<file path="config.mk">
export PLATFORM = sky130hd
export DESIGN_NAME = alu_issue_stage_flat
export DESIGN_NICKNAME = d
export VERILOG_FILES = /design/src/rtl/alu_issue_if.sv /design/src/rtl/alu_issue_stage.sv /design/src/flat_wrapper.sv
export SDC_FILE = /design/constraint.sdc
export NUM_CORES = 1
export LEC_CHECK = 0
export ABC_AREA = 1
export CAP_MARGIN = 20
export CORE_AREA = 2 2 136 138
export CTS_CLUSTER_SIZE = 30
export DETAILED_ROUTE_END_ITERATION = 7
export DIE_AREA = 0 0 138 140
export GPL_TIMING_DRIVEN = 0
export PLACE_DENSITY = 0.79
export SYNTH_ARGS = -nofsm -noshare
export SYNTH_HDL_FRONTEND = slang
export SYNTH_SLANG_ARGS = --single-unit
</file>
<file path="constraint.sdc">
create_clock -name clk -period 2 [get_ports clk]
set_input_delay 0.4 -clock clk [delete_from_list [all_inputs] [get_ports clk]]
set_output_delay 0.4 -clock clk [all_outputs]
set_load 0.03 [all_outputs]
</file>
<file path="src/rtl/alu_issue_if.sv">
// Operand/opcode handshake bundle between the decode stage, the ID/EX issue
// register and the ALU, including the EX/MEM and MEM/WB forwarding taps.
interface alu_issue_if #(
    parameter int XLEN    = 32,
    parameter int REGADDR = 5
);
    logic               in_valid;
    logic               in_ready;
    logic [1:0]         in_class;
    logic [2:0]         in_funct3;
    logic               in_funct7b5;
    logic               in_use_imm;
    logic [REGADDR-1:0] in_rs1;
    logic [REGADDR-1:0] in_rs2;
    logic [XLEN-1:0]    in_rs1_val;
    logic [XLEN-1:0]    in_rs2_val;
    logic [XLEN-1:0]    in_imm;
    logic [REGADDR-1:0] in_rd;
    logic               exmem_wen;
    logic [REGADDR-1:0] exmem_rd;
    logic [XLEN-1:0]    exmem_val;
    logic               memwb_wen;
    logic [REGADDR-1:0] memwb_rd;
    logic [XLEN-1:0]    memwb_val;
    logic               flush;
    logic               out_ready;
    logic               out_valid;
    logic [XLEN-1:0]    data1;
    logic [XLEN-1:0]    data2;
    logic [3:0]         aluoperation;
    logic [REGADDR-1:0] out_rd;
    logic               illegal;

    modport master (
        output in_valid, in_class, in_funct3, in_funct7b5, in_use_imm,
               in_rs1, in_rs2, in_rs1_val, in_rs2_val, in_imm, in_rd,
               exmem_wen, exmem_rd, exmem_val, memwb_wen, memwb_rd, memwb_val,
               flush, out_ready,
        input  in_ready, out_valid, data1, data2, aluoperation, out_rd, illegal
    );

    modport slave (
        input  in_valid, in_class, in_funct3, in_funct7b5, in_use_imm,
               in_rs1, in_rs2, in_rs1_val, in_rs2_val, in_imm, in_rd,
               exmem_wen, exmem_rd, exmem_val, memwb_wen, memwb_rd, memwb_val,
               flush, out_ready,
        output in_ready, out_valid, data1, data2, aluoperation, out_rd, illegal
    );
endinterface

</file>
<file path="src/rtl/alu_issue_stage.sv">
// ID/EX issue register: decodes the ALU opcode, selects and forwards operands,
// and holds one instruction under a valid/ready handshake with stall and flush.
module alu_issue_stage #(
    parameter int XLEN    = 32,
    parameter int REGADDR = 5
) (
    input  logic        clk,
    input  logic        reset,
    alu_issue_if.slave  bus
);
    localparam logic [3:0] OP_ADD = 4'b0000;
    localparam logic [3:0] OP_SUB = 4'b0001;
    localparam logic [3:0] OP_AND = 4'b0010;
    localparam logic [3:0] OP_OR  = 4'b0011;
    localparam logic [3:0] OP_XOR = 4'b0100;
    localparam logic [3:0] OP_BAD = 4'b1111;

    function automatic logic [3:0] decode_op(
        input logic [1:0] cls,
        input logic [2:0] f3,
        input logic       f7b5
    );
        logic [3:0] op;
        op = OP_BAD;
        case (cls)
            2'b10:   op = OP_ADD;
            2'b11:   op = OP_SUB;
            default: begin
                case (f3)
                    3'b000:  op = ((cls == 2'b00) && f7b5) ? OP_SUB : OP_ADD;
                    3'b100:  op = OP_XOR;
                    3'b110:  op = OP_OR;
                    3'b111:  op = OP_AND;
                    default: op = OP_BAD;
                endcase
            end
        endcase
        return op;
    endfunction

    // Youngest in-flight writer wins; x0 is never a forwarding target.
    function automatic logic [XLEN-1:0] fwd(
        input logic [REGADDR-1:0] rs,
        input logic [XLEN-1:0]    base,
        input logic               ex_wen,
        input logic [REGADDR-1:0] ex_rd,
        input logic [XLEN-1:0]    ex_val,
        input logic               wb_wen,
        input logic [REGADDR-1:0] wb_rd,
        input logic [XLEN-1:0]    wb_val
    );
        logic [XLEN-1:0] v;
        v = base;
        if (rs == '0) begin
            v = base;
        end else if (ex_wen && (ex_rd == rs)) begin
            v = ex_val;
        end else if (wb_wen && (wb_rd == rs)) begin
            v = wb_val;
        end else begin
            v = base;
        end
        return v;
    endfunction

    logic               valid_q,   valid_d;
    logic [XLEN-1:0]    data1_q,   data1_d;
    logic [XLEN-1:0]    data2_q,   data2_d;
    logic [3:0]         aluop_q,   aluop_d;
    logic [REGADDR-1:0] rd_q,      rd_d;
    logic               illegal_q, illegal_d;
    logic [REGADDR-1:0] rs1_q,     rs1_d;
    logic [REGADDR-1:0] rs2_q,     rs2_d;
    logic               imm_sel_q, imm_sel_d;
    logic               in_ready_s;
    logic               accept_s;
    logic [3:0]         dec_op_s;

    assign in_ready_s = reset | ~valid_q | bus.out_ready;
    assign accept_s   = bus.in_valid & in_ready_s & ~bus.flush;
    assign dec_op_s   = decode_op(bus.in_class, bus.in_funct3, bus.in_funct7b5);

    // Next-state: flush, then accept, then consume, then stall-time refresh.
    always_comb begin
        valid_d   = valid_q;
        data1_d   = data1_q;
        data2_d   = data2_q;
        aluop_d   = aluop_q;
        rd_d      = rd_q;
        illegal_d = illegal_q;
        rs1_d     = rs1_q;
        rs2_d     = rs2_q;
        imm_sel_d = imm_sel_q;
        if (bus.flush) begin
            valid_d = 1'b0;
        end else if (accept_s) begin
            valid_d   = 1'b1;
            aluop_d   = dec_op_s;
            illegal_d = (dec_op_s == OP_BAD);
            rd_d      = bus.in_rd;
            rs1_d     = bus.in_rs1;
            rs2_d     = bus.in_rs2;
            imm_sel_d = bus.in_use_imm;
            data1_d   = fwd(bus.in_rs1, bus.in_rs1_val,
                            bus.exmem_wen, bus.exmem_rd, bus.exmem_val,
                            bus.memwb_wen, bus.memwb_rd, bus.memwb_val);
            if (bus.in_use_imm) begin
                data2_d = bus.in_imm;
            end else begin
                data2_d = fwd(bus.in_rs2, bus.in_rs2_val,
                              bus.exmem_wen, bus.exmem_rd, bus.exmem_val,
                              bus.memwb_wen, bus.memwb_rd, bus.memwb_val);
            end
        end else if (valid_q && bus.out_ready) begin
            valid_d = 1'b0;
        end else if (valid_q) begin
            // Held entry: pick up results that were still in flight at issue.
            data1_d = fwd(rs1_q, data1_q,
                          bus.exmem_wen, bus.exmem_rd, bus.exmem_val,
                          bus.memwb_wen, bus.memwb_rd, bus.memwb_val);
            if (imm_sel_q) begin
                data2_d = data2_q;
            end else begin
                data2_d = fwd(rs2_q, data2_q,
                              bus.exmem_wen, bus.exmem_rd, bus.exmem_val,
                              bus.memwb_wen, bus.memwb_rd, bus.memwb_val);
            end
        end else begin
            valid_d = 1'b0;
        end
    end

    // Issue register with synchronous reset.
    always_ff @(posedge clk) begin
        if (reset) begin
            valid_q   <= 1'b0;
            data1_q   <= '0;
            data2_q   <= '0;
            aluop_q   <= OP_ADD;
            rd_q      <= '0;
            illegal_q <= 1'b0;
            rs1_q     <= '0;
            rs2_q     <= '0;
            imm_sel_q <= 1'b0;
        end else begin
            valid_q   <= valid_d;
            data1_q   <= data1_d;
            data2_q   <= data2_d;
            aluop_q   <= aluop_d;
            rd_q      <= rd_d;
            illegal_q <= illegal_d;
            rs1_q     <= rs1_d;
            rs2_q     <= rs2_d;
            imm_sel_q <= imm_sel_d;
        end
    end

    assign bus.in_ready     = in_ready_s;
    assign bus.out_valid    = valid_q;
    assign bus.data1        = data1_q;
    assign bus.data2        = data2_q;
    assign bus.aluoperation = aluop_q;
    assign bus.out_rd       = rd_q;
    assign bus.illegal      = illegal_q;
endmodule

</file>
<file path="src/flat_wrapper.sv">
// flat-port wrapper written by rule: the top's interface ports become plain ports
module alu_issue_stage_flat 
#(
    parameter int XLEN    = 32,
    parameter int REGADDR = 5
)
  (clk, reset, bus_in_valid, bus_in_class, bus_in_funct3, bus_in_funct7b5, bus_in_use_imm, bus_in_rs1, bus_in_rs2, bus_in_rs1_val, bus_in_rs2_val, bus_in_imm, bus_in_rd, bus_exmem_wen, bus_exmem_rd, bus_exmem_val, bus_memwb_wen, bus_memwb_rd, bus_memwb_val, bus_flush, bus_out_ready, bus_in_ready, bus_out_valid, bus_data1, bus_data2, bus_aluoperation, bus_out_rd, bus_illegal);
  alu_issue_if #(.XLEN(XLEN), .REGADDR(REGADDR)) bus_i ();
  input  logic clk;
  input  logic reset;
  input wire logic [$bits(bus_i.in_valid)-1:0] bus_in_valid;
  input wire logic [$bits(bus_i.in_class)-1:0] bus_in_class;
  input wire logic [$bits(bus_i.in_funct3)-1:0] bus_in_funct3;
  input wire logic [$bits(bus_i.in_funct7b5)-1:0] bus_in_funct7b5;
  input wire logic [$bits(bus_i.in_use_imm)-1:0] bus_in_use_imm;
  input wire logic [$bits(bus_i.in_rs1)-1:0] bus_in_rs1;
  input wire logic [$bits(bus_i.in_rs2)-1:0] bus_in_rs2;
  input wire logic [$bits(bus_i.in_rs1_val)-1:0] bus_in_rs1_val;
  input wire logic [$bits(bus_i.in_rs2_val)-1:0] bus_in_rs2_val;
  input wire logic [$bits(bus_i.in_imm)-1:0] bus_in_imm;
  input wire logic [$bits(bus_i.in_rd)-1:0] bus_in_rd;
  input wire logic [$bits(bus_i.exmem_wen)-1:0] bus_exmem_wen;
  input wire logic [$bits(bus_i.exmem_rd)-1:0] bus_exmem_rd;
  input wire logic [$bits(bus_i.exmem_val)-1:0] bus_exmem_val;
  input wire logic [$bits(bus_i.memwb_wen)-1:0] bus_memwb_wen;
  input wire logic [$bits(bus_i.memwb_rd)-1:0] bus_memwb_rd;
  input wire logic [$bits(bus_i.memwb_val)-1:0] bus_memwb_val;
  input wire logic [$bits(bus_i.flush)-1:0] bus_flush;
  input wire logic [$bits(bus_i.out_ready)-1:0] bus_out_ready;
  output wire logic [$bits(bus_i.in_ready)-1:0] bus_in_ready;
  output wire logic [$bits(bus_i.out_valid)-1:0] bus_out_valid;
  output wire logic [$bits(bus_i.data1)-1:0] bus_data1;
  output wire logic [$bits(bus_i.data2)-1:0] bus_data2;
  output wire logic [$bits(bus_i.aluoperation)-1:0] bus_aluoperation;
  output wire logic [$bits(bus_i.out_rd)-1:0] bus_out_rd;
  output wire logic [$bits(bus_i.illegal)-1:0] bus_illegal;
  assign bus_i.in_valid = bus_in_valid;
  assign bus_i.in_class = bus_in_class;
  assign bus_i.in_funct3 = bus_in_funct3;
  assign bus_i.in_funct7b5 = bus_in_funct7b5;
  assign bus_i.in_use_imm = bus_in_use_imm;
  assign bus_i.in_rs1 = bus_in_rs1;
  assign bus_i.in_rs2 = bus_in_rs2;
  assign bus_i.in_rs1_val = bus_in_rs1_val;
  assign bus_i.in_rs2_val = bus_in_rs2_val;
  assign bus_i.in_imm = bus_in_imm;
  assign bus_i.in_rd = bus_in_rd;
  assign bus_i.exmem_wen = bus_exmem_wen;
  assign bus_i.exmem_rd = bus_exmem_rd;
  assign bus_i.exmem_val = bus_exmem_val;
  assign bus_i.memwb_wen = bus_memwb_wen;
  assign bus_i.memwb_rd = bus_memwb_rd;
  assign bus_i.memwb_val = bus_memwb_val;
  assign bus_i.flush = bus_flush;
  assign bus_i.out_ready = bus_out_ready;
  assign bus_in_ready = bus_i.in_ready;
  assign bus_out_valid = bus_i.out_valid;
  assign bus_data1 = bus_i.data1;
  assign bus_data2 = bus_i.data2;
  assign bus_aluoperation = bus_i.aluoperation;
  assign bus_out_rd = bus_i.out_rd;
  assign bus_illegal = bus_i.illegal;
  alu_issue_stage #(.XLEN(XLEN), .REGADDR(REGADDR)) u_core (.clk(clk), .reset(reset), .bus(bus_i));
endmodule
</file>
== Word-level counts from Yosys, hierarchy flattened ==
Cells that the tools add are included.

* Equal/unequal tests: 18
* Multiplexer cells: 26
* Bitwise operators: 6
* Reduce and logical (&&, ||, !) cells: 23

{| class="wikitable"
|+ Operators by type and width
! operator !! number
|-
| two-way mux 32 bit || 20
|-
| == test 5 bit || 8
|-
| logical NOT 5 bit || 4
|-
| case mux 4 bit (4 select lines) || 1
|-
| logical AND 1 bit || 10
|-
| == test 3 bit, second input constant || 3
|-
| case mux 4 bit (2 select lines) || 1
|-
| != test 2 x 1 -> 1 bit, second input constant || 3
|-
| AND reduction 6 bit || 1
|-
| nonzero test 3 bit || 2
|-
| AND reduction 5 bit || 1
|-
| == test 2 bit, second input constant || 2
|-
| == test 4 bit, second input constant || 1
|-
| two-way mux 1 bit || 4
|-
| logical NOT 3 bit || 1
|-
| bitwise AND 1 bit || 2
|-
| logical NOT 2 bit || 1
|-
| != test 2 bit, second input constant || 1
|-
| inverter 1 bit || 2
|-
| OR 1 bit || 2
|-
| AND reduction 2 bit || 1
|-
| nonzero test 2 bit || 1
|-
| OR reduction 2 bit || 1
|}

* Bits in registers: 86
* Input port bits: 199
* Output and inout port bits: 76
* Logic and storage cells: 82

== Longest topological paths before layout ==
Gate-level depths: netlist of the first run.

* Depth in word-level cells: 9
* Mapped depth: 13
* Gate-level depth less buffers: 12

== Least setup slack after synthesis of the first run ==
Ideal clock, no wire load.

* Kind: register to register
* From: register u_core.valid_q, in the netlist u_core.bus.out_valid
* To: register u_core.data1_q[8], in the netlist u_core.bus.data1[8]
* Library setup time: 0.109 ns
* Arrival: 1.936 ns
* Required time: 1.891 ns
* Setup slack: -0.045 ns
* Stages on the path, launching flop included: 10
* Buffers on the path: 2
* Clock period less this slack: 2.045 ns
* Path through: dfxtp_1 -> nand3_1 -> nand2_2 -> buf_2 -> buf_1 -> nand3_1 -> nand2_1 -> nor2_1 -> nand2_1 -> inv_1

* Longest elaborated chain between the ends: 7
* Elaborated cells between the ends (all ways): 12
* Classes of those cells: eq/ne: 2; mux: 1; bitwise: 5; reduce/logical: 4

{| class="wikitable"
|+ RTL lines
! item !! RTL line !! source
|-
| from (decl) || alu_issue_stage.sv:66 || <nowiki>logic valid_q, valid_d;</nowiki>
|-
| from (signal assigned) || alu_issue_stage.sv:146 || <nowiki>valid_q <= valid_d;</nowiki>
|-
| inverter 1 bit (*) || alu_issue_stage.sv:79 || <nowiki>assign in_ready_s = reset | ~valid_q | bus.out_ready;</nowiki>
|-
| OR 1 bit (*) (2 in series) || alu_issue_stage.sv:79 ||
|-
| via bus_in_ready || flat_wrapper.sv:30 || <nowiki>output wire logic [$bits(bus_i.in_ready)-1:0] bus_in_ready;</nowiki>
|-
| bitwise AND 1 bit (*) (2 in series) || alu_issue_stage.sv:80 || <nowiki>assign accept_s = bus.in_valid & in_ready_s & ~bus.flush;</nowiki>
|-
| != test 2 x 1 -> 1 bit (no source line), or another cell as far along || n/a ||
|-
| AND reduction 5 bit (no source line) || n/a ||
|-
| to (signal assigned) || alu_issue_stage.sv:147 || <nowiki>data1_q <= data1_d;</nowiki>
|-
| to (decl) || alu_issue_stage.sv:67 || <nowiki>logic [XLEN-1:0] data1_q, data1_d;</nowiki>
|}

Mark *: on every way through the listed nets, which the timed path passes. The rest lies on a longest branch.
A chain may end at the register's enable or synchronous reset.

== Worst setup path after layout of the first run ==
* From: input bus_exmem_rd[2]
* To: register u_core.data1_q[20], in the netlist u_core.bus.data1[20]

* Longest elaborated chain between the ends: 7
* Elaborated cells between the ends (all ways): 13
* Classes of those cells: eq/ne: 2; mux: 7; reduce/logical: 4

{| class="wikitable"
|+ RTL lines
! item !! RTL line !! source
|-
| from (decl) || flat_wrapper.sv:23 || <nowiki>input wire logic [$bits(bus_i.exmem_rd)-1:0] bus_exmem_rd;</nowiki>
|-
| == test 5 bit || alu_issue_stage.sv:56 || <nowiki>end else if (ex_wen && (ex_rd == rs)) begin</nowiki>
|-
| logical AND 1 bit || alu_issue_stage.sv:56 ||
|-
| two-way mux 32 bit || alu_issue_stage.sv:56 ||
|-
| two-way mux 32 bit || alu_issue_stage.sv:54 || <nowiki>if (rs == '0) begin</nowiki>
|-
| two-way mux 32 bit || alu_issue_stage.sv:116 || <nowiki>end else if (valid_q) begin</nowiki>
|-
| two-way mux 32 bit || alu_issue_stage.sv:114 || <nowiki>end else if (valid_q && bus.out_ready) begin</nowiki>
|-
| two-way mux 32 bit || alu_issue_stage.sv:96 || <nowiki>end else if (accept_s) begin</nowiki>
|}

Several ways; a longest one is shown, not always the timed one. The select of a mux whose other input is x is not followed.

==> results of run 1 <==
## flip-flops by register name (all words and copies together) (netlist names)
| signal | count |
|---|---|
| u_core.bus.aluoperation | 4 |
| u_core.bus.data1 | 32 |
| u_core.bus.data2 | 32 |
| u_core.bus.illegal | 1 |
| u_core.bus.out_rd | 5 |
| u_core.bus.out_valid | 1 |
| u_core.imm_sel_q | 1 |
| u_core.rs1_q | 5 |
| u_core.rs2_q | 5 |
## how the worst min path moves through the flow
stage                                             start                            end  slack [ns]  cells past startpoint
after floorplan           u_core.imm_sel_q$_SDFFE_PP0P_  u_core.imm_sel_q$_SDFFE_PP0P_        0.43                      2
after global placement    u_core.imm_sel_q$_SDFFE_PP0P_  u_core.imm_sel_q$_SDFFE_PP0P_        0.44                      2
after detailed placement  u_core.imm_sel_q$_SDFFE_PP0P_  u_core.imm_sel_q$_SDFFE_PP0P_        0.45                      2
after CTS                 u_core.imm_sel_q$_SDFFE_PP0P_  u_core.imm_sel_q$_SDFFE_PP0P_        0.46                      2
after global routing      u_core.imm_sel_q$_SDFFE_PP0P_  u_core.imm_sel_q$_SDFFE_PP0P_        0.50                      2
final                     u_core.imm_sel_q$_SDFFE_PP0P_  u_core.imm_sel_q$_SDFFE_PP0P_        0.47                      2
## layout by cell type, fill, tap and decap left out, types with 2 or more instances in the layout
cell	instances
a21oi_1	141
a21oi_4	2
a31oi_1	2
buf_12	4
buf_2	13
buf_4	22
buf_6	16
clkbuf_1	27
clkbuf_16	9
clkbuf_2	38
clkbuf_4	7
clkdlybuf4s50_1	251
clkinv_2	3
dfxtp_1	84
dfxtp_2	2
dlygate4sd2_1	9
dlymetal6s2s_1	7
inv_1	251
inv_2	10
inv_6	2
nand2_1	464
nand2_2	3
nand2_4	2
nand3_1	167
nand3_2	3
nand3_4	5
nand4_1	96
nor2_1	99
nor2_2	5
nor2_4	8
nor3_1	2
o21ai_0	49
o21ai_1	56
xor2_1	2
## where the power goes
group | switching [W] | total [W] | leakage (nW) | internal (W)
clock network | 0.000852 | 0.00183 | 0.150 | 0.000977
registers | 0.0000729 | 0.00191 | 0.710 | 0.00183
logic | 0.00141 | 0.00240 | 5.52 | 0.000982
total | 0.00234 | 0.00613 | 6.38 | 0.00379
## cell type report
type                            instances  area, sq um
Buffer                                106        644.4
Tap cell                              229        286.5
Clock inverter                          7        71.32
Multi-Input combinational cell       1113         5220
Antenna cell                            1        2.502
Timing Repair Buffer                  290         2894
Inverter                              262        987.2
Fill cell                            1717         5724
Clock buffer                            9        225.2
Sequential cell                        86         1724
## layer usage
layer / GRT usage [%] / vias up
met5: 0 / -
met4: 15.95 / 0
met3: 6.632 / 109
met2: 57.71 / 709
met1: 48.44 / 5107
li1: - / 5601
## worst max-delay path, stage by stage
cell	delay (ns)
clkdlybuf4s15_1	0.29
inv_2	0.15
o21ai_1	0.10
nor2_4	0.24
clkbuf_1	0.47
nand4_1	0.18
nand3_1	0.12
nand2_1	0.06
inv_1	0.11
a21oi_1	0.08
## stage by stage
stage / instances / util, % / hold slack (ns) / TNS (ns)
5_1_grt: 2102 / 67.79 / 0.5018 / -0.8454
3_3_place_gp: 2070 / 63.10 / 0.4449 / -76.24
4_1_cts: 2099 / 66.55 / 0.4619 / 0
3_5_place_dp: 2070 / 63.10 / 0.4525 / -76.62
6_report: 2103 / 67.80 / 0.4717 / 0
2_1_floorplan: 1569 / - / 0.4299 / 0
## cells in the mapped netlist
cell type  count
nand2_1      466
inv_1        252
nand3_1      170
a21oi_1      142
nor2_1       106
nand4_1       96
dfxtp_1       86
clkbuf_1      75
o21ai_1       56
o21ai_0       50
buf_2         25
inv_2          9
nor2_2         6
buf_4          5
buf_1          4
nand3_2        4
a21oi_2        2
a31oi_1        2
nand2_2        2
nand2_4        2
nor3_1         2
xor2_1         2
a21boi_1       1
and3_1         1
clkinv_1       1
nor3_2         1
o21a_1         1
## logic make-up after synthesis
logic type,synth area share (%)
buffers and inverters,17.58
AND/OR/NAND/NOR,45.55
AO/OA/AOI/OAI,15.68
flip-flops,20.98
XOR/XNOR,0.2135
## what timing repair did
item                       in CTS  in global routing
setup endpoints to repair      81                 83
cloned                          0                  1
setup buffers                  14                  4
pin swaps                      12                  9
hold buffers                    0                  0
gates resized for setup        81                115
==> metrics.yaml, run 1 <==
status:
  outcome: "finished, violations left"
  violations: "DRC"
yosys:
  yosys_register_bits: 86
  synth.top_cells.by_area: "nand2_1 21%, dfxtp_1 21%, inv_1 12%"
  syn_area_sq_um: 8205
  synth.top_cell.area_share_pct: 21.32
  yosys_warnings: 0
  synthCells: 1569
  yosysUniqueCellTypes: 27
  postSynthAreaPerCell_sq_um: 5.230
  sequential_fraction_of_the_synthesis_area_pct: 20.98
  mappedNetlistNets: 1768
  dominant_cell_type_by_area_after_synthesis: "nand2_1"
grt:
  first_pass_grt_wire_length_um: 57000
  grt_max_degree: 16
  antenna_found_initial: 0
  grt_pass1_vias: 10859
  track_usage_pct: 36.36
  grt_overflow: 0
setup_path:
  critical_path_arrival_ns: 2.21
  cp-end-kind: "register"
  critical_path_peak_fanout: 10
  setup.worst_path.class: "input pin to register"
  worst_r2r_path_depth: 12
  setup.worst_path.start: "bus_exmem_rd[2]"
  rr_endpoint: "u_core.bus.data1[20]$_SDFFE_PP0P_"
  worstSetupStartpointType: "input pin"
  setup.worst_path.end: "u_core.bus.data1[20]$_SDFFE_PP0P_"
  r2r_setup_slack_ns: 0.10
  critPathRequiredTime_ns: 2.26
  r2r-start: "u_core.rs1_q[1]$_SDFFE_PP0P_"
pwr:
  ir_drop_mv: 0.4742
  cellPowerDensity_nw_per_um2: 508.7
  p_total_w: 0.006132
  static_leakage_power_nw: 6.375
floorplan:
  die_h_um: 140
  die_area_sq_um: 19320
  ios: 275
  placement_rows: 49
  fp.dieW_um: 138
  placeable_core_area_sq_um: 17780
  start_util_pct: 46.15
clock_network:
  cts-buffers-inserted: 9
  h-tree-depth: 3
  numClockSinks: 86
  clock_tree_from_tritoncts: "built"
  clockBufferDepth: 2
  clockRootBuffer: "clkbuf_16"
  path_clk_slew_ns: 0.07
  worst_skew_pair.late_latency_ns: 0.36
finish:
  final_nets: 2067
  synthToLayoutAreaGrowth_pct: 46.92
  drive_above_1_share_pct: 8.703
  stdcell_area_sq_um: 12060
drt:
  detail_route.vias_per_cell: 5.481
  antenna_violating_nets_post_route: 0
  drc_errors: 1
  routedWlPerCell_um: 17.54
  wl_um: 36880
  num_vias: 11526
  routed-wl-met3_um: 3887
  wl_met2_um: 16300
  firstDrtPassIters: 8
  topRoutingLayerUsed: "met4"
  met1_layer_wirelength_in_the_final_routing_um: 15290
  detailedRoute.firstIterationViolations: 1336
sta:
  clock_skew_ns: 0.006001
  final_period_minus_worst_setup_slack_ns: 1.954
  slew_headroom_pct: 53.85
  fin_crit_sh_pct: 97.72
  worst_pin_slew_ns: 0.6923
  timing.fmax_mhz: 511.7
  rsz0062_at_grt: "true"
  finalSetupViolations: 0
  final-max-slew-violation-count: 0
  postLayoutSetupSlackWorst_ns: 0.04556
  hold_violations: 0
placement:
  placed_cell_area_sq_um: 11220
  pre_cts_ws_ns: -1.229
  place_hpwl_um: 27480
  port-buffer-count: 272
  place_congestion: 0.9639
job:
  maxCapViolCount: 0
min_path:
  worstHoldPathType: "register to register"
No activity file was read; power rests on OpenSTA's default activity.
==> run 2, diff against run 1 <==
--- a/config.mk
+++ b/config.mk
@@ -7,5 +7,4 @@
 export LEC_CHECK = 0
 export ABC_AREA = 1
-export CAP_MARGIN = 20
 export CORE_AREA = 2 2 136 138
 export CTS_CLUSTER_SIZE = 30
==> constraint.sdc (replaced) <==
create_clock -name clk -period 2 [get_ports clk]
set_input_delay 0.2 -clock clk [delete_from_list [all_inputs] [get_ports clk]]
set_output_delay 0.2 -clock clk [all_outputs]
set_load 0.03 [all_outputs]
==> metrics.yaml, run 2 (synthesized netlist as in run 1, its figures left out) <==
finish:
  layout_common_cells: "463 x nand2_1, 259 x clkdlybuf4s50_1, 252 x inv_1"  # was 464 x nand2_1, 251 x inv_1, 251 x clkdlybuf4s50_1
  final_nets: 2065  # was 2067
  layout.cells.most_common: "nand2_1"  # unchanged
  diodes: 0  # was 1
  stdcell_area_sq_um: 11970  # was 12060 sq um
  synthToLayoutAreaGrowth_pct: 45.91  # was 46.92%
  fin_cells: 2100  # was 2103
  drive_above_1_share_pct: 7.590  # was 8.703%
  final_core_util_pct: 67.34  # was 67.80%
pwr:
  clock_power_share_pct: 30.1  # was 29.8%
  static_leakage_power_nw: 6.337  # was 6.375 nW
  internal-power_w: 0.003784  # was 0.003793 W
  ir_drop_mv: 0.4817  # was 0.4742 mV
  seq_power_share_pct: 31.2  # was 31.1%
  switching_share_pct: 38.18  # was 38.15%
  cellPowerDensity_nw_per_um2: 511.2  # was 508.7 nW/um^2
  total_switching_power_w: 0.002337  # was 0.002339 W
  p_comb_share_pct: 38.8  # was 39.1%
floorplan:
  ios: 275  # unchanged
  die_area_sq_um: 19320  # unchanged
  die_h_um: 140  # unchanged
  start_util_pct: 46.15  # unchanged
  placeable_core_area_sq_um: 17780  # unchanged
  fp.dieW_um: 138  # unchanged
  placement_rows: 49  # unchanged
grt:
  antenna_found_initial: 0  # unchanged
  grt_overflow: 0  # unchanged
  track_usage_pct: 36.24  # was 36.36%
  grt_max_degree: 16  # unchanged
  first_pass_grt_wire_length_um: 56850  # was 57000 um
  grt_pass1_vias: 10795  # was 10859
setup_path:
  cp-end-kind: "register"  # unchanged
  critical-path-slowest-cell: "dfxtp_1"  # was clkbuf_1
  r2r_setup_slack_ns: 0.07  # was 0.10 ns
  r2r-start: "u_core.rs2_q[2]$_SDFFE_PP0P_"  # was u_core.rs1_q[1]$_SDFFE_PP0P_
  worst_r2r_path_depth: 10  # was 12
  worstSetupStartpointType: "register"  # was input pin
  cp_slowest_stage_delay_ns: 0.44  # was 0.47 ns
  critical_path_arrival_ns: 2.18  # was 2.21 ns
  crit_buf_inv: 2  # was 4
  setup.worst_path.class: "register to register"  # was input pin to register
  rr_endpoint: "u_core.bus.data2[19]$_SDFFE_PP0P_"  # was u_core.bus.data1[20]$_SDFFE_PP0P_
  critical_path_peak_fanout: 10  # unchanged
  crit_path_cell_trace: "o21ai_0, nor2_2, nand3_4, nand2_1, nand2_2, nand2_4, buf_6, nand2_1, inv_1, a21oi_1"  # was clkdlybuf4s15_1, inv_2, o21ai_1, nor2_4, clkbuf_1, nand4_1, nand3_1, nand2_1, inv_1, a21oi_1
  cpLargestDelayFamily: "simple AND/OR/NAND/NOR gates"  # was buffers and inverters
  critPathRequiredTime_ns: 2.26  # about the same
  critical-path-top-cell-by-count: "nand2_1"
sta:
  hold_violations: 0  # unchanged
  final_period_minus_worst_setup_slack_ns: 1.928  # was 1.954 ns
  slew_headroom_pct: 50.34  # was 53.85%
  worst_pin_slew_ns: 0.7449  # was 0.6923 ns
  finalSetupViolations: 0  # unchanged
  timing.fmax_mhz: 518.7  # was 511.7 MHz
  final.setup.tns_ns: 0  # unchanged
  final-max-slew-violation-count: 0  # unchanged
  clock_skew_ns: 0.007092  # was 0.006001 ns
  fin_crit_sh_pct: 96.40  # was 97.72%
  fin_worst_hold_slack_ns: 0.3012  # was 0.4717 ns
placement:
  port-buffer-count: 272  # unchanged
  placed_cell_area_sq_um: 11220  # unchanged
  placed_cells: 2070  # unchanged
  place_congestion: 0.9639  # unchanged
  place_hpwl_um: 27480  # unchanged
clock_network:
  clockBufferDepth: 2  # unchanged
  numClockSinks: 86  # unchanged
  clockRootBuffer: "clkbuf_16"  # unchanged
  worst_skew_pair.late_latency_ns: 0.36  # about the same
  clock_tree_from_tritoncts: "built"  # unchanged
  postCtsHoldBufs: 0  # unchanged
  path_clk_slew_ns: 0.08  # was 0.07 ns
  h-tree-depth: 3  # unchanged
  cts-buffers-inserted: 9  # unchanged
drt:
  num_vias: 11489  # was 11526
  routedWlPerCell_um: 17.51  # was 17.54 um
  antenna_violating_nets_post_route: 0  # unchanged
  wl_um: 36770  # was 36880 um
  drc_errors: 0  # was 1
  firstDrtPassIters: 7  # was 8
  detail_route.vias_per_cell: 5.471  # was 5.481
  detailedRoute.firstIterationViolations: 1242  # was 1336
min_path:
  min-delay-start: "bus_in_rs1[0]"  # was u_core.imm_sel_q$_SDFFE_PP0P_
  worstHoldPathType: "input pin to register"  # was register to register
  min_delay_worst_endpoint: "u_core.rs1_q[0]$_SDFFE_PP0P_"  # was u_core.imm_sel_q$_SDFFE_PP0P_
  worstHoldPathCells: 3  # was 2
status:
  outcome: "finished, final reports clean"  # was finished, violations left
job:
  maxCapViolCount: 0  # unchanged
run 2: changes by cell type in the layout (fill, tap and decap cells not counted), sizes merged, moves of 2 or more:
cell	previous run	this run
buf	56	46
clkdlybuf4s50	251	259
dlygate4sd2	9	4
clkbuf	81	85
dlymetal6s2s	7	9
run 2: cell type report:
| cell class | count | area (sq um) |
|---|---|---|
| fill | 1728 | 5807 |
| multi-input combinational | 1113 | 5191 |
| timing repair buffer | 288 | 2910 |
| sequential | 86 | 1724 |
| inverter | 262 | 983.4 |
| buffer | 106 | 580.6 |
| tap | 229 | 286.5 |
| clock buffer | 9 | 225.2 |
| clock inverter | 7 | 71.32 |
run 2: worst max-delay path by stage:
stage,startpoint,cells past startpoint,slack (ns),to
floorplan,u_core.bus.out_valid$_SDFF_PP0_,9,0.11,u_core.bus.data1[8]$_SDFFE_PP0P_
global placement,bus_memwb_rd[1],13,-1.06,u_core.bus.data2[26]$_SDFFE_PP0P_
detailed placement,bus_memwb_rd[1],13,-1.03,u_core.bus.data2[28]$_SDFFE_PP0P_
CTS,bus_exmem_rd[2],11,0.002,u_core.bus.data1[20]$_SDFFE_PP0P_
global route,u_core.rs1_q[1]$_SDFFE_PP0P_,12,-0.03,u_core.bus.data1[21]$_SDFFE_PP0P_
finish,u_core.rs2_q[2]$_SDFFE_PP0P_,10,0.07,u_core.bus.data2[19]$_SDFFE_PP0P_
run 2: through the flow:
step	total power, W	setup slack [ns]
2_1_floorplan	0.003104	0.1067
3_3_place_gp	0.004126	-1.061
3_5_place_dp	0.004132	-1.029
6_report	0.006121	0.07196
5_1_grt	0.006351	-0.02754
4_1_cts	0.005995	0.002021
run 2: what timing repair did:
item	CTS	global route
cloned	0	1
pin swaps	5	13
setup endpoints to repair	64	64
gates resized for setup	37	109
setup buffers	8	8
run 2: power by group through the flow:
stage	registers (W)	logic [W]	clock network (W)
floorplan	0.00214	0.000962	0
detailed placement	0.00194	0.00219	0
CTS	0.00190	0.00225	0.00184
finish	0.00191	0.00237	0.00184
global placement	0.00194	0.00218	0
global route	0.00192	0.00255	0.00188
run 2: worst min-delay path, stage by stage:
cell            delay (ns)
dlymetal6s2s_1        0.18
o21ai_0               0.19
a21oi_1               0.05
run 2: metal layers:
metal / part of all wire, % / GRT usage, %
met1: 41 / 48.71
met2: 44 / 57.76
met3: 11 / 6.120
met4: 3.5 / 15.09
met5: 0 / 0
==> run 3, diff against run 2 <==
- PLACE_DENSITY: 0.79 -> 0.77
- REMOVE_ABC_BUFFERS: unset -> 1
==> metrics.yaml, run 3 (synthesized netlist as in run 1, its figures left out) <==
setup_path:
  cp_slowest_stage_delay_ns: 0.37  # was 0.44 ns
  cp-end-kind: "register"  # unchanged
  crit_path_cell_trace: "xor2_2, nor2_4, buf_12, nand3_4, nand2_4, nand2_8, nand2_8, o21ai_1, a21oi_1"  # was o21ai_0, nor2_2, nand3_4, nand2_1, nand2_2, nand2_4, buf_6, nand2_1, inv_1, a21oi_1
  worstSetupStartpointType: "register"  # unchanged
  rr_endpoint: "u_core.bus.data2[7]$_SDFFE_PP0P_"  # was u_core.bus.data2[19]$_SDFFE_PP0P_
  critical-path-top-cell-by-count: "nand2_8"  # was nand2_1
  critical-path-slowest-cell: "dfxtp_1"  # unchanged
  critical_path_arrival_ns: 2.25  # was 2.18 ns
  setup.worst_path.start: "u_core.rs2_q[3]$_SDFFE_PP0P_"  # was u_core.rs2_q[2]$_SDFFE_PP0P_
  critical_path_peak_fanout: 17  # was 10
  r2r_setup_slack_ns: 0.04  # was 0.07 ns
  cpLargestDelayFamily: "simple AND/OR/NAND/NOR gates"  # unchanged
  r2r-start: "u_core.rs2_q[3]$_SDFFE_PP0P_"  # was u_core.rs2_q[2]$_SDFFE_PP0P_
  crit_buf_inv: 1  # was 2
  setup.worst_path.class: "register to register"  # unchanged
  critPathRequiredTime_ns: 2.28  # was 2.26 ns
  worst_r2r_path_depth: 9  # was 10
clock_network:
  clockRootBuffer: "clkbuf_16"  # unchanged
  numClockSinks: 86  # unchanged
  h-tree-depth: 3  # unchanged
  path_clk_slew_ns: 0.07  # was 0.08 ns
  postCtsHoldBufs: 0  # unchanged
  cts-buffers-inserted: 9  # unchanged
  worst_skew_pair.late_latency_ns: 0.36  # about the same
  clock_tree_from_tritoncts: "built"  # unchanged
  clockBufferDepth: 2  # unchanged
floorplan:
  die_area_sq_um: 19320  # unchanged
  die_h_um: 140  # unchanged
  ios: 275  # unchanged
  fp.dieW_um: 138  # unchanged
  start_util_pct: 46.15  # unchanged
  placement_rows: 49  # unchanged
  placeable_core_area_sq_um: 17780  # unchanged
job:
  maxCapViolCount: 0  # unchanged
sta:
  worst_pin_slew_ns: 0.7688  # was 0.7449 ns
  fin_crit_sh_pct: 98.10  # was 96.40%
  clock_skew_ns: 0.01091  # was 0.007092 ns
  timing.fmax_mhz: 509.7  # was 518.7 MHz
  postLayoutSetupSlackWorst_ns: 0.03808  # was 0.07196 ns
  fin_worst_hold_slack_ns: 0.2882  # was 0.3012 ns
  final_period_minus_worst_setup_slack_ns: 1.962  # was 1.928 ns
  final-max-slew-violation-count: 0  # unchanged
  finalSetupViolations: 0  # unchanged
  slew_headroom_pct: 48.75  # was 50.34%
  final.setup.tns_ns: 0  # unchanged
  hold_violations: 0  # unchanged
grt:
  grt_pass1_vias: 10965  # was 10795
  first_pass_grt_wire_length_um: 63580  # was 56850 um
  track_usage_pct: 41.91  # was 36.24%
  antenna_found_initial: 2  # was 0
  grt_max_degree: 87  # was 16
  grt_overflow: 0  # unchanged
pwr:
  total_switching_power_w: 0.002463  # was 0.002337 W
  switching_share_pct: 38.55  # was 38.18%
  static_leakage_power_nw: 6.483  # was 6.337 nW
  clock_power_share_pct: 27.8  # was 30.1%
  seq_power_share_pct: 29.9  # was 31.2%
  p_comb_share_pct: 42.4  # was 38.8%
  ir_drop_mv: 0.4481  # was 0.4817 mV
  internal-power_w: 0.003927  # was 0.003784 W
  cellPowerDensity_nw_per_um2: 505.2  # was 511.2 nW/um^2
finish:
  multiInputGateArea_sq_um: 5672  # was 5191 sq um
  n_fill_cell: 1615  # was 1728
  stdcell_area_sq_um: 12650  # was 11970 sq um
  synthToLayoutAreaGrowth_pct: 54.15  # was 45.91%
  layout_common_cells: "460 x nand2_1, 260 x clkdlybuf4s50_1, 250 x inv_1"  # was 463 x nand2_1, 259 x clkdlybuf4s50_1, 252 x inv_1
  drive_above_1_share_pct: 8.042  # was 7.590%
  ff_latch_area_sq_um: 1722  # was 1724 sq um
  layout.cells.most_common: "nand2_1"  # unchanged
  final_nets: 2023  # was 2065
  fin_cells: 2058  # was 2100
status:
  outcome: "finished, final reports clean"  # unchanged
drt:
  num_vias: 12279  # was 11489
  drc_errors: 0  # unchanged
  detailedRoute.firstIterationViolations: 1843  # was 1242
  detail_route.vias_per_cell: 5.966  # was 5.471
  routedWlPerCell_um: 21.15  # was 17.51 um
  wl_um: 43530  # was 36770 um
  antenna_violating_nets_post_route: 0  # unchanged
  firstDrtPassIters: 6  # was 7
placement:
  port-buffer-count: 274  # was 272
  placed_cells: 1980  # was 2070
  place_hpwl_um: 22400  # was 27480 um
  pre_cts_ws_ns: -2.372  # was -1.029 ns
  placed_cell_area_sq_um: 11260  # was 11220 sq um
  place_congestion: 0.8610  # was 0.9639
min_path:
  worstHoldPathCells: 3  # unchanged
  worstHoldPathType: "input pin to register"  # unchanged
  min_delay_worst_endpoint: "u_core.rs1_q[3]$_SDFFE_PP0P_"  # was u_core.rs1_q[0]$_SDFFE_PP0P_
  min-delay-start: "bus_in_rs1[3]"  # was bus_in_rs1[0]
==> run 3: worst max path at each step <==
stage / depth (start not counted) / slack [ns] / endpoint
global placement: 7 / -5.12 / u_core.rs2_q[2]$_SDFFE_PP0P_
floorplan: 6 / -2.33 / u_core.rs2_q[2]$_SDFFE_PP0P_
finish: 9 / 0.04 / u_core.bus.data2[7]$_SDFFE_PP0P_
detailed placement: 11 / -2.37 / u_core.bus.data1[6]$_SDFFE_PP0P_
global route: 13 / -0.03 / u_core.bus.data1[15]$_SDFFE_PP0P_
CTS: 10 / 0.001 / u_core.bus.data2[9]$_SDFFE_PP0P_
==> run 3: what timing repair did <==
| action | in CTS | in global routing |
|---|---|---|
| setup endpoints to repair | 86 | 72 |
| buffers inserted | 24 | 12 |
| resized for setup | 64 | 28 |
| cloned | 22 | 4 |
| endpoints found under the hold margin | 0 | 0 |
| pin swaps | 23 | 13 |
==> run 3: worst min-delay path: cells and delay by family <==
kind	cells	cell delay [ns]
AO/OA/AOI/OAI	2	0.21
buffers and inverters	1	0.18
==> run 3: layout make-up <==
type,count,share of cell area [%]
sequential,86,13.61
inverter,262,8.191
timing repair inverter,2,0.1385
multi-input combinational,1132,44.84
tap,229,2.265
clock buffer,11,1.919
timing repair buffer,331,28.64
clock inverter,4,0.3759
antenna,1,0.01978
==> run 3: routing by layer <==
layer / vias up / GRT usage, % / routed length, um
met3: 238 / 12.48 / 6684
met5: - / 0 / 8
met1: 5396 / 51.52 / 15130
met2: 1088 / 65.55 / 18770
met4: 2 / 23.90 / 2936
li1: 5555 / - / -
==> run 3: stage by stage <==
step / total power (W) / utilization, %
floorplan: 0.003023 / -
global placement: 0.004069 / 60.61
detailed placement: 0.004200 / 63.33
CTS: 0.006224 / 69.58
global route: 0.006606 / 71.14
finish: 0.006390 / 71.14
==> run 3: power groups by stage <==
stage                     logic, W  registers [W]  clock network, W
after floorplan           0.000881        0.00214                 0
after CTS                  0.00255        0.00191           0.00177
final                      0.00271        0.00191           0.00177
after global routing       0.00284        0.00192           0.00184
after global placement     0.00213        0.00194                 0
after detailed placement   0.00226        0.00194                 0
